[src/rtl/alu_issue_fifo.sv]
// rtl/alu_issue_fifo.sv - operand/opcode issue FIFO feeding the ALU stage (optional feature: ALU_ISSUE_OPFILTER_EN)
module alu_issue_fifo #(
    parameter int DEPTH = 4,
    parameter int WIDTH = 32,
    localparam int CW = $clog2(DEPTH + 1),
    localparam int PW = (DEPTH > 1) ? $clog2(DEPTH) : 1
) (
    input  logic             clk,
    input  logic             rst_n,
    input  logic             in_valid,
    output logic             in_ready,
    input  logic [WIDTH-1:0] in_a,
    input  logic [WIDTH-1:0] in_b,
    input  logic [2:0]       in_opcode,
    output logic             out_valid,
    input  logic             out_ready,
    output logic [WIDTH-1:0] out_a,
    output logic [WIDTH-1:0] out_b,
    output logic [2:0]       out_opcode,
    output logic             out_en,
    output logic [CW-1:0]    count
`ifdef ALU_ISSUE_OPFILTER_EN
    ,
    output logic [7:0]       drop_count
`endif
);

    // Only LE (3'b001) is legal when the opcode filter is built in
    localparam logic [2:0] OP_LE = 3'b001;

    logic [WIDTH-1:0] mem_a_q  [DEPTH];
    logic [WIDTH-1:0] mem_b_q  [DEPTH];
    logic [2:0]       mem_op_q [DEPTH];

    logic [PW-1:0] wr_ptr_q, wr_ptr_d;
    logic [PW-1:0] rd_ptr_q, rd_ptr_d;
    logic [CW-1:0] count_q, count_d;

    logic accept;
    logic push;
    logic pop;

`ifdef ALU_ISSUE_OPFILTER_EN
    logic       drop;
    logic [7:0] drop_q, drop_d;
`endif

    // Handshake status comes from registered occupancy only, so in_ready never depends on out_ready
    assign in_ready  = (count_q < CW'(DEPTH));
    assign out_valid = (count_q != '0);
    assign out_en    = out_valid;
    assign count     = count_q;

    // Head entry drives the ALU; outputs are forced to zero when nothing is queued
    assign out_a      = out_valid ? mem_a_q[rd_ptr_q]  : '0;
    assign out_b      = out_valid ? mem_b_q[rd_ptr_q]  : '0;
    assign out_opcode = out_valid ? mem_op_q[rd_ptr_q] : '0;

`ifdef ALU_ISSUE_OPFILTER_EN
    assign drop_count = drop_q;
`endif

    // Next-state: push/pop decode, pointer advance with wrap, occupancy update
    always_comb begin
        accept   = in_valid && in_ready;
        push     = accept;
`ifdef ALU_ISSUE_OPFILTER_EN
        push     = accept && (in_opcode == OP_LE);
        drop     = accept && (in_opcode != OP_LE);
        drop_d   = drop_q;
        if (drop && (drop_q != 8'hFF)) begin
            drop_d = drop_q + 8'd1;
        end
`endif
        pop      = out_valid && out_ready;
        wr_ptr_d = wr_ptr_q;
        rd_ptr_d = rd_ptr_q;
        count_d  = count_q;
        if (push) begin
            wr_ptr_d = (wr_ptr_q == PW'(DEPTH - 1)) ? '0 : wr_ptr_q + 1'b1;
        end
        if (pop) begin
            rd_ptr_d = (rd_ptr_q == PW'(DEPTH - 1)) ? '0 : rd_ptr_q + 1'b1;
        end
        case ({push, pop})
            2'b10:   count_d = count_q + 1'b1;
            2'b01:   count_d = count_q - 1'b1;
            default: count_d = count_q;
        endcase
    end

    // Control state; reset discards all entries by clearing pointers and occupancy
    always_ff @(posedge clk or negedge rst_n) begin
        if (!rst_n) begin
            wr_ptr_q <= '0;
            rd_ptr_q <= '0;
            count_q  <= '0;
        end else begin
            wr_ptr_q <= wr_ptr_d;
            rd_ptr_q <= rd_ptr_d;
            count_q  <= count_d;
        end
    end

`ifdef ALU_ISSUE_OPFILTER_EN
    // Saturating count of accepted-but-discarded illegal opcodes
    always_ff @(posedge clk or negedge rst_n) begin
        if (!rst_n) begin
            drop_q <= '0;
        end else begin
            drop_q <= drop_d;
        end
    end
`endif

    // Entry storage is not reset; stale contents are unreachable once pointers clear
    always_ff @(posedge clk) begin
        if (push) begin
            mem_a_q[wr_ptr_q]  <= in_a;
            mem_b_q[wr_ptr_q]  <= in_b;
            mem_op_q[wr_ptr_q] <= in_opcode;
        end
    end

endmodule
[config.mk]
export PLATFORM = sky130hd
export DESIGN_NAME = alu_issue_fifo
export DESIGN_NICKNAME = d
export VERILOG_FILES = /design/src/rtl/alu_issue_fifo.sv
export SDC_FILE = /design/constraint.sdc
export NUM_CORES = 1
export LEC_CHECK = 0
export ABC_AREA = 1
export CAP_MARGIN = 20
export CELL_PAD_IN_SITES_DETAIL_PLACEMENT = 1
export CELL_PAD_IN_SITES_GLOBAL_PLACEMENT = 1
export CORE_MARGIN = 1.5
export CORE_UTILIZATION = 40
export CTS_BUF_LIST = sky130_fd_sc_hd__clkbuf_8 sky130_fd_sc_hd__clkbuf_16
export CTS_CLUSTER_DIAMETER = 80
export DETAILED_ROUTE_END_ITERATION = 7
export GPL_ROUTABILITY_DRIVEN = 0
export GPL_TIMING_DRIVEN = 0
export PLACE_DENSITY = 0.84
export SETUP_SLACK_MARGIN = 0.3
export SLEW_MARGIN = 10
export SYNTH_ARGS = -nofsm -noshare
export SYNTH_HDL_FRONTEND = slang
export SYNTH_SLANG_ARGS = --single-unit
[constraint.sdc]
create_clock -name clk -period 4.2 [get_ports clk]
set_input_delay 1.05 -clock clk [delete_from_list [all_inputs] [get_ports clk]]
set_output_delay 1.05 -clock clk [all_outputs]
set_load 0.01 [all_outputs]
==> impl_metrics.csv <==
group,metric,value,unit
outcome,status,"complete, no violations",
global_route,grt_first_pass_wirelength,50.1,mm
logic_synthesis,synth_ff_type,"edfxtp_1",
global_route,track_usage,21.2,%
critical_path,end_kind,"output port",
place,dp.cells,1650,
logic_synthesis,netlist_area,0.0119,mm2
logic_synthesis,synth-edff-count,268,
clock_network,clock_sinks,275,
critical_path,r2r-end,"mem_a_q[3][26]",
finish,regArea,0.00822,mm2
drt,drt.antenna.violating_nets,0,
min_path,min_to,"count[0]",
finish,fillers,3098,
sta,worstMarginPinSlew,0.844,ns
floorplan,start_util,41.0,%
floorplan,die-area,0.0307,mm2
critical_path,cp-start-kind,"flip-flop",
drt,viasPerCell,4.82,
critical_path,crit-reg2reg-launch,"count[2]",
drt,first_pass_iters,4,
critical_path,critPathLaunch,"count[1]",
logic_synthesis,yosys-top-cells-area,"edfxtp_1 (68%), inv_1 (8.9%), nand2_1 (8.8%)",
logic_synthesis,yosysTopAreaCellShare,67.8,%
critical_path,critPathMaxFanout,10,
pwr,peakVddDrop,0.502,mV
min_path,min_from,"count[0]",
critical_path,rrSetupSlack,1.97,ns
critical_path,r2r_cells,4,
sta,rsz0062_at_grt,"no",
floorplan,dieWidth,175,um
global_route,antenna_found_initial,2,
critical_path,critPathRequiredTime,3.15,ns
job,drv_cap,0,
sta,fin_crit_sh,86.3,%
sta,min_period,3.62,ns
critical_path,path_class,"reg -> out",
finish,area_growth,26.9,%
logic_synthesis,yosysSeqAreaShare,69.3,%
finish,drive_gt1_share,7.95,%
clock_network,holdBufCountCts,0,
logic_synthesis,synth.most_common_cell,"inv_1",
sta,finClkSkew,0.00707,ns
clock_network,clk_latency,0.54,ns
drt,drt_wl_total,32.0,mm
logic_synthesis,synth.avg_cell_area,10.7,um2
clock_network,cts_tree,"done",
drt,num_vias,8224,
clock_network,root_buffer,"clkbuf_16",
logic_synthesis,synthDistinctLibCells,20,
global_route,grt-ovfl-total,0,
logic_synthesis,synthArstFlopShare,2.55,%
finish,instances_no_fill,1705,
place,dp_hpwl,21.1,mm
pwr,p_leak,6.48,nW
clock_network,cts_buffers,30,
clock_network,cts-resized-gates,0,
logic_synthesis,synth-warning-count,0,
drt,route.detailed.drc,0,
logic_synthesis,synth_cells,1113,
drt,wire_per_inst,18.8,um
global_route,grt_max_degree,26,
min_path,hold_depth,1,
sta,hold_violations,0,
floorplan,rows,62,
sta,maxSlewHeadroom,43.6,%
finish,multi_input_area,0.00226,mm2
pwr,finalPower,11.0,mW
pwr,p_per_area,727,mW/mm2
sta,slew_violations,0,
global_route,first_global_vias,9131,
place,io_buffers,143,
floorplan,core,0.0289,mm2
logic_synthesis,synth_seq_cells,275,
clock_network,post_cts_buffers,0,
sta,setup_viol,0,
critical_path,cp.arrival,2.57,ns
floorplan,dieHeight,175,um
logic_synthesis,netlist_top_cells_count,"inv_1 (280), nand2_1 (279), edfxtp_1 (268), nand3_1 (135), a21oi_1 (70)",
finish,num-nets-final,1376,
min_path,hp-class,"reg -> reg",
sta,max_freq,0.276,GHz
logic_synthesis,synth_fp_nets,1191,
clock_network,cts_max_path_buffers,3,
floorplan,pin_count,144,
clock_network,htreeDepth,1,
logic_synthesis,synth_area_leader_cell,"edfxtp_1",
clock_network,clkTransAtPathRegs,0.06,ns
drt,drt_iter0_drc,486,
## cell type report
type / instances / share of cell area [%]
sequential: 275 / 54.6
multi-input combinational: 502 / 15.0
timing repair buffer: 153 / 10.9
inverter: 284 / 7.08
clock buffer: 31 / 5.15
tap: 384 / 3.19
buffer: 52 / 2.33
clock inverter: 23 / 1.69
antenna: 1 / 0.0166
## state kept, by name, indices dropped and copies added (netlist names)
signal	cells
mem_a_q	128
mem_b_q	128
mem_op_q	12
count	3
rd_ptr_q	2
wr_ptr_q	2
## worst max-delay path, stage by stage (launching register included)
cell and delay (ns):
dfrtp_1 0.40, inv_1 0.12, nand3_2 0.14, inv_2 0.17, clkbuf_1 0.51, a21oi_1 0.16, clkdlybuf4s50_1 0.53
## power by group
group	switching, mW	internal (mW)
Combinational	2.68	1.92
Sequential	0.121	3.49
Clock	1.04	1.69
Total	3.84	7.11
## worst max path at each step
stage | end | slack (ns) | depth (start not counted)
floorplan | mem_a_q[0][0] | -0.33 | 2
global placement | mem_a_q[0][26] | -3.28 | 3
detailed placement | mem_a_q[3][26] | 0.94 | 4
CTS | out_b[22] | 0.55 | 6
global route | out_b[0] | 0.42 | 6
finish | out_b[0] | 0.58 | 6
## routing by layer
metal / global-route usage, % / part of all wire, %
met5: 0 / 0.037
met4: 6.34 / 2.5
met3: 3.16 / 4.7
met2: 39.0 / 52
met1: 25.6 / 41
## cell families after synthesis
group           synth area share (%)
xor+xnor                      0.0738
simple gates                    14.9
flops                           69.3
compound gates                  3.04
buf+inv                         11.9
fa+ha+maj                      0.801
## placed cells by master (no fill, tap or decap), types with 6 or more instances in the layout
cell	n
a21oi_1	70
buf_12	8
buf_2	23
buf_6	15
bufinv_16	6
clkbuf_1	10
clkbuf_16	31
clkdlybuf4s50_1	143
clkinv_2	6
dfrtp_1	7
edfxtp_1	268
ha_1	6
inv_1	285
nand2_1	279
nand3_1	135
## per-stage QoR
stage / utilization (%) / worst slack [ns] / TNS (ns) / area [um2] / hold slack [ns]
after floorplan: - / -0.326 / -87.46 / 11900 / 0.526
after global placement: 47.6 / -3.28 / -866.69 / 13800 / 0.491
after detailed placement: 48.5 / 0.941 / 0 / 14000 / 0.494
after CTS: 52.0 / 0.552 / 0 / 15100 / 0.506
after global routing: 52.0 / 0.422 / 0 / 15100 / 0.538
final: 52.0 / 0.577 / 0 / 15100 / 0.501
Note: power is estimated with default switching activity, not from simulation.
